### config.mk
export PLATFORM = sky130hd
export DESIGN_NAME = fir_out_fifo
export DESIGN_NICKNAME = d
export VERILOG_FILES = /design/src/rtl/fir_pkg.sv /design/src/rtl/fir_fifo_mem.sv /design/src/rtl/fir_out_fifo.sv
export SDC_FILE = /design/constraint.sdc
export NUM_CORES = 1
export LEC_CHECK = 0
export BUFFER_PORTS_ARGS = -buffer_cell sky130_fd_sc_hd__buf_4
export CAP_MARGIN = 20
export CORE_MARGIN = 2
export CORE_UTILIZATION = 50
export CTS_CLUSTER_DIAMETER = 150
export DETAILED_ROUTE_END_ITERATION = 10
export GPL_TIMING_DRIVEN = 0
export PLACE_DENSITY = 0.69
export SLEW_MARGIN = 20
export SYNTH_ARGS = -nofsm -noshare
export SYNTH_HDL_FRONTEND = slang
export SYNTH_SLANG_ARGS = --single-unit
### constraint.sdc
create_clock -name CLK -period 3.9 [get_ports CLK]
set_input_delay 0 -clock CLK [delete_from_list [all_inputs] [get_ports CLK]]
set_output_delay 0 -clock CLK [all_outputs]
set_load 0.005 [all_outputs]
### src/rtl/fir_pkg.sv
// Shared constants and types for the FIR sample path.
// Used by myfir, the output FIFO and the data maker/sink.
package fir_pkg;

  localparam int NB         = 9;
  localparam int FIFO_DEPTH = 8;

  typedef logic [NB-1:0] sample_t;

endpackage

### src/rtl/fir_fifo_mem.sv
// Sample storage for the FIR output FIFO.
// One synchronous write port, one asynchronous read port.
module fir_fifo_mem #(
  parameter int NB    = fir_pkg::NB,
  parameter int DEPTH = fir_pkg::FIFO_DEPTH,
  parameter int AW    = $clog2(DEPTH)
) (
  input  logic          clk,
  input  logic          we,
  input  logic [AW-1:0] waddr,
  input  logic [NB-1:0] wdata,
  input  logic [AW-1:0] raddr,
  output logic [NB-1:0] rdata
);

  logic [NB-1:0] mem [DEPTH];

  // Storage is deliberately not reset.
  always_ff @(posedge clk) begin
    if (we) mem[waddr] <= wdata;
  end

  assign rdata = mem[raddr];

endmodule

### src/rtl/fir_out_fifo.sv
// Elastic first-word-fall-through buffer behind the FIR.
// The filter cannot stall, so overflow drops and is flagged.
module fir_out_fifo #(
  parameter int NB    = fir_pkg::NB,
  parameter int DEPTH = fir_pkg::FIFO_DEPTH,
  parameter int AW    = $clog2(DEPTH)
) (
  input  logic          CLK,
  input  logic          RST_n,
  input  logic [NB-1:0] DIN,
  input  logic          VIN,
  output logic [NB-1:0] DOUT,
  output logic          VOUT,
  input  logic          RDY,
  output logic [AW:0]   CNT,
  output logic          FULL,
  output logic          OVF,
  input  logic          CLR_OVF
);

  import fir_pkg::*;

  localparam logic [AW:0] CNT_MAX = (AW+1)'(DEPTH);

  logic [AW-1:0] wr;
  logic [AW-1:0] rd;
  logic [AW:0]   cnt;
  logic          ovf;
  logic [NB-1:0] rdata;
  logic          pop;
  logic          push;
  logic          drop;

  // Flags come only from registered count.
  assign VOUT = (cnt != '0);
  assign FULL = (cnt == CNT_MAX);
  assign CNT  = cnt;
  assign OVF  = ovf;
  assign DOUT = VOUT ? rdata : '0;

  assign pop  = VOUT & RDY;
  assign push = VIN & (~FULL | pop);
  assign drop = VIN & FULL & ~pop;

  fir_fifo_mem #(
    .NB    (NB),
    .DEPTH (DEPTH),
    .AW    (AW)
  ) u_mem (
    .clk   (CLK),
    .we    (push),
    .waddr (wr),
    .wdata (DIN),
    .raddr (rd),
    .rdata (rdata)
  );

  // Pointers advance on push/pop with natural wrap.
  always_ff @(posedge CLK or negedge RST_n) begin
    if (!RST_n) begin
      wr <= '0;
      rd <= '0;
    end else begin
      if (push) wr <= wr + 1'b1;
      if (pop)  rd <= rd + 1'b1;
    end
  end

  // Count is the single source of empty/full.
  always_ff @(posedge CLK or negedge RST_n) begin
    if (!RST_n) begin
      cnt <= '0;
    end else begin
      unique case ({push, pop})
        2'b10:   cnt <= cnt + 1'b1;
        2'b01:   cnt <= cnt - 1'b1;
        default: cnt <= cnt;
      endcase
    end
  end

  // Sticky overflow; a drop beats a clear.
  always_ff @(posedge CLK or negedge RST_n) begin
    if (!RST_n)       ovf <= 1'b0;
    else if (drop)    ovf <= 1'b1;
    else if (CLR_OVF) ovf <= 1'b0;
  end

endmodule

Word-level counts from Yosys, hierarchy flattened --
Memory sizes are Yosys's and may differ from the RTL's. Index checks and enable logic that the tools add are counted.
Cells by class: add/subtract/negate cells 4, bitwise operators 7, muxes and demuxes 6, equal/unequal tests 3, reduce and logical (&&, ||, !) cells 3
Operators with widths (count):
- 9-bit 2-to-1 mux | 1
- 4-bit case mux with 2 select lines | 1
- 3-bit by 1-bit adder with 3-bit output (second input constant) | 2
- 4-bit by 1-bit adder with 4-bit output (second input constant) | 1
- 1-bit bitwise AND | 4
- 4-bit == test (second input constant) | 1
- 1-bit 2-to-1 mux | 4
- 2-bit nonzero test | 2
- 4-bit nonzero test | 1
- 4-bit by 1-bit subtractor with 4-bit output (second input constant) | 1
- 2-bit by 1-bit == test with 1-bit output (second input constant) | 1
- 2-bit == test (second input constant) | 1
- 1-bit NOT | 2
- 1-bit bitwise OR | 1
Word-level totals: output and inout bits 16, input port bits 14, word-level logic and storage cells 28, register bits after elaboration 11, RAM bits 72, memories 1
Memories:
- u_mem.mem | words 8, width 9, rd ports 1, clocked after memory_dff 0, write ports 1, RTL line fir_fifo_mem.sv:16 | logic [NB-1:0] mem [DEPTH];

Logic depth before layout (Yosys ltp) --
word-level depth 6, depth in mapped cells 8, depth with buffers taken out 7

By module --
Synthesis repeated with hierarchy kept, for this count alone.
Second synthesis, totals: cell total of the unflattened synthesis 183, area, all modules 3530.9 um2
By module, submodules not included:
- fir_fifo_mem | area an instance 2839.0 um2, cells each 117, sequential area each 2162.1 um2, instances 1
- fir_out_fifo | area an instance 691.9 um2, cells each 66, sequential area each 275.3 um2, instances 1

Worst setup path after synthesis --
No wires, ideal clock.
kind register to register, from register cnt[3] (netlist: CNT[3]), to memory u_mem.mem[4][0] (enable), required time 3513 ps, data arrival time 1868 ps, clock period less this slack 2255 ps, path buffers 0, library setup time 387 ps, slack 1645 ps, stages on the path, launching flop included 5, cell sequence dfrtp_1 nor2b_1 a21boi_0 nand2_1 nor3_1
Between the ends: cells in the longest elaborated chain, start to end 6, elaborated cells on any way between the ends 8, classes of those cells eq/ne: 1; mux: 2; bitwise: 4; reduce/logical: 1
RTL lines:
- start, declared | RTL line fir_out_fifo.sv:27 | logic [AW:0] cnt;
- start signal, assigned | RTL line fir_out_fifo.sv:75 | 2'b10: cnt <= cnt + 1'b1;
- start signal, assigned | RTL line fir_out_fifo.sv:76 | 2'b01: cnt <= cnt - 1'b1;
- start signal, assigned | RTL line fir_out_fifo.sv:77 | default: cnt <= cnt;
- 4-bit nonzero test / 4-bit == test (equally long branches) | RTL line fir_out_fifo.sv:35, fir_out_fifo.sv:36
- 1-bit bitwise AND / 1-bit NOT (equally long branches) | RTL line fir_out_fifo.sv:41, fir_out_fifo.sv:42
- 1-bit bitwise OR (*) | RTL line fir_out_fifo.sv:42 | assign push = VIN & (~FULL | pop);
- 1-bit bitwise AND (*) | RTL line fir_out_fifo.sv:42
- 1-bit 2-to-1 mux (*) | RTL line fir_fifo_mem.sv:20 | if (we) mem[waddr] <= wdata;
- 1-bit 2-to-1 mux (implied by the code) (*) | RTL line fir_fifo_mem.sv:20
- end, declared | RTL line fir_fifo_mem.sv:16
Every way passes the cells marked *; elsewhere a longest branch is shown, timed or not.

Final worst setup path --
from register cnt[3] (netlist: CNT[3]), to memory u_mem.mem[7][3] (enable)
Same word-level chain as after synthesis.

==> PnR_summary.wiki <==
{| class="wikitable"
! Metric !! Value
|-
| Total overflow reported by the global router || 0
|-
| Post-synthesis instance area || 3420 sq um
|-
| Cell depth of the worst flop-to-flop path || 4
|-
| Tightest Hold Check Type || primary input to async pin
|-
| Achievable Freq || 391 MHz
|-
| Power share of the clock group || 21.2%
|-
| Number of synthesis warnings || 0
|-
| Sw Share || 31.5%
|-
| Global-route wire length before repair || 9840 microns
|-
| Final wirelength || 6350 microns
|-
| Routed WL per cell || 19.5 microns
|-
| Power density over cell area || 698 nW/um^2
|-
| Num Clock Sinks || 83
|-
| Number of hold violations in the final report || 0
|-
| Data required, critical path || 3.87 ns
|-
| ANT nets after route || 0
|-
| Crit share post-route || 65.6%
|-
| Final setup TNS || 0 ns
|-
| Outcome || completed
|-
| Buffer levels on the longest clock path || 2
|-
| RD Place Congestion || 0.684
|-
| Std cell rows || 30
|-
| Largest net degree at the start of global routing || 16
|-
| CTS tree || done
|-
| Leading cell type in the layout, fill and taps excluded || edfxtp_1
|-
| Number of distinct library cells after synthesis || 36
|-
| Total net switching power || 0.000909 W
|-
| Post-synthesis sequential element count || 83
|-
| Ports || 30
|-
| Cell-internal power || 0.00198 W
|-
| Instance count of the mapped netlist || 182
|-
| Final setup violating endpoints || 0
|-
| Power share of the combinational group || 36.9%
|-
| Data arrival time at the worst-slack endpoint || 2.53 ns
|-
| Startpoint types || flop
|-
| Area growth, synth to finish || 20.9%
|-
| Biggest fanout along the worst timing path || 9
|-
| Number of vias in the routed layout || 1820
|-
| Maxcap violations || 0
|-
| R2R Setup Slk || 1.34 ns
|-
| Post-Place Cell Area || 3790 sq um
|-
| Endpoint kind of the worst setup timing path || flop
|-
| Max rail drop VDD || 0.000342 V
|-
| Clk_lat worst skew || 0.35 ns
|-
| Proportion of synthesized chip area in sequential cells || 71.3%
|-
| Final Critical Period || 2.56 ns
|-
| Clk slew on worst S/H paths || 0.09 ns
|-
| Most frequently used flop master after synthesis || edfxtp_1
|-
| Portion of total power attributed to sequential cells || 41.9%
|-
| CTS root buffer || clkbuf_8
|-
| Antenna violations before repair || 0
|-
| Initial drt markers || 127
|-
| Area taken by flip-flops and latches || 2440 sq um
|-
| Post-CTS setup repair buffer count || 0
|-
| Iteration count of the initial detailed-routing pass || 5
|-
| Most used cells in the layout excluding fill and tap cells || 72 x edfxtp_1, 35 x buf_4, 18 x mux4_2
|-
| Utilization after layout || 61.6%
|-
| Leakage Power || 1.47 nW
|-
| Average vias per placed instance || 5.60
|-
| Die Span X || 86.7 microns
|-
| Proportion of layout cells with a drive suffix above 1 || 35.5%
|-
| Number of buffers created by CTS || 9
|-
| Port buffer count || 28
|-
| Setup Skew || 0.00781 ns
|-
| Async S/R FF share, synth || 13.3%
|-
| Mean Syn Cell Area || 18.8 sq um
|-
| Unrepaired setup endpoints after global routing || no
|-
| Number of enable-type register cells in the synthesized netlist || 72
|-
| Number of diodes || 0
|-
| Core box area || 6720 sq um
|-
| Final-layout fill cell count || 500
|-
| Fin. max-slew vios || 0
|-
| Nets@finish || 257
|-
| Max H-tree Level || 3
|-
| Number of design rule violations left after detail routing || 0
|-
| Combined global-route utilization of all metal layers || 18.4%
|-
| Start-to-end type of the worst setup path || flop to flop
|-
| DP Wirelength || 4090 microns
|-
| Multi-input gate area in the final layout || 930 sq um
|-
| Net count of the mapped netlist || 199
|-
| Height of the die || 86.7 microns
|-
| End of the worst register-to-register path || u_mem.mem[7][3]$_DFFE_PP_
|-
| Number of cells upsized or downsized after cts || 0
|-
| Number of global-route vias before repair || 1817
|-
| Slew at the pin with the worst max-slew slack || 0.999 ns
|-
| Final instance area || 4140 sq um
|-
| Starting utilization of the core area || 50.9%
|-
| Reg-to-Reg Start || CNT[3]$_DFFE_PN0P_
|-
| Max-slew headroom at the worst pin || 33.2%
|-
| Final hold slack || 0.0436 ns
|-
| Floorplan die area || 7520 sq um
|}
==> critical path, cell delays in order (launching register included) <==
cell	delay, ns
dfrtp_1	0.47
nor2b_1	0.21
a21boi_0	0.46
nand2_1	0.23
nor2_1	0.81
==> synth_stat cells, drive strengths merged, types with 3 or more instances <==
library cell  count  share of area (%)
ha                3                1.1
xnor2             4                1.0
mux2              3               0.99
nor3              5               0.73
clkbuf            3               0.66
buf               6                1.4
xor2              3               0.77
nand3             3               0.44
edfxtp           72                 63
inv               3               0.40
mux4             18                 12
mux2i             9                2.6
dfrtp            11                8.0
nand2             7               0.77
nor2             15                1.6
==> registers in the layout (all words and copies together), names as in the netlist <==
name       cells
wr             3
CNT            4
rd             3
OVF            1
u_mem.mem     72
==> through the flow <==
stage / setup slack, ns / instances / power, W
final: 1.34 / 325 / 0.00289
after CTS: 1.27 / 325 / 0.00291
after floorplan: 1.65 / 182 / 0.00190
after global placement: 0.880 / 290 / 0.00225
after global routing: 1.09 / 325 / 0.00305
after detailed placement: 1.29 / 295 / 0.00230
==> routing by layer <==
metal	GRT usage, %	routed length, microns	vias up
met1	26.2	2880	917
met2	28.8	3090	55
met4	7.81	119	0
met5	0	0	-
li1	-	-	835
met3	2.86	262	13
==> logic make-up after synthesis <==
family	count (synthesis)	share of synthesized area [%]
AO/OA/AOI/OAI	9	2.16
XOR/XNOR	7	1.79
adder cells (fa/ha/maj)	3	1.10
buffers and inverters	12	2.41
flip-flops	83	71.3
multiplexers	30	15.5
AND/OR/NAND/NOR	38	5.82
==> power groups by stage <==
stage	Combinational (W)	Sequential, W	Clock (W)
floorplan	0.000689	0.00121	0
finish	0.00107	0.00121	0.000613
detailed placement	0.00107	0.00123	0
global route	0.00117	0.00123	0.000653
CTS	0.00109	0.00121	0.000618
global placement	0.00103	0.00122	0
==> worst max path at each step <==
stage                  startpoint                         to  slack [ns]
2_1_floorplan  CNT[3]$_DFFE_PN0P_  u_mem.mem[4][0]$_DFFE_PP_        1.65
3_3_place_gp   CNT[3]$_DFFE_PN0P_  u_mem.mem[4][8]$_DFFE_PP_        0.88
3_5_place_dp   CNT[3]$_DFFE_PN0P_  u_mem.mem[6][1]$_DFFE_PP_        1.29
4_1_cts        CNT[3]$_DFFE_PN0P_  u_mem.mem[6][7]$_DFFE_PP_        1.27
5_1_grt        CNT[3]$_DFFE_PN0P_  u_mem.mem[7][3]$_DFFE_PP_        1.09
6_report       CNT[3]$_DFFE_PN0P_  u_mem.mem[7][3]$_DFFE_PP_        1.34
==> cell type report <==
| type | instances | share of cell area [%] |
|---|---|---|
| clock inverter | 7 | 1.81 |
| tap | 80 | 2.42 |
| timing repair buffer | 47 | 9.38 |
| multi-input combinational | 87 | 22.5 |
| buffer | 9 | 1.66 |
| sequential | 83 | 58.9 |
| inverter | 3 | 0.333 |
| clock buffer | 9 | 2.99 |
==> repair_timing <==
action	CTS	global route
hold endpoints to repair	87	0
endpoints found under the setup margin	0	0
hold buffers	14	0
(Power assumes the default switching activity.)
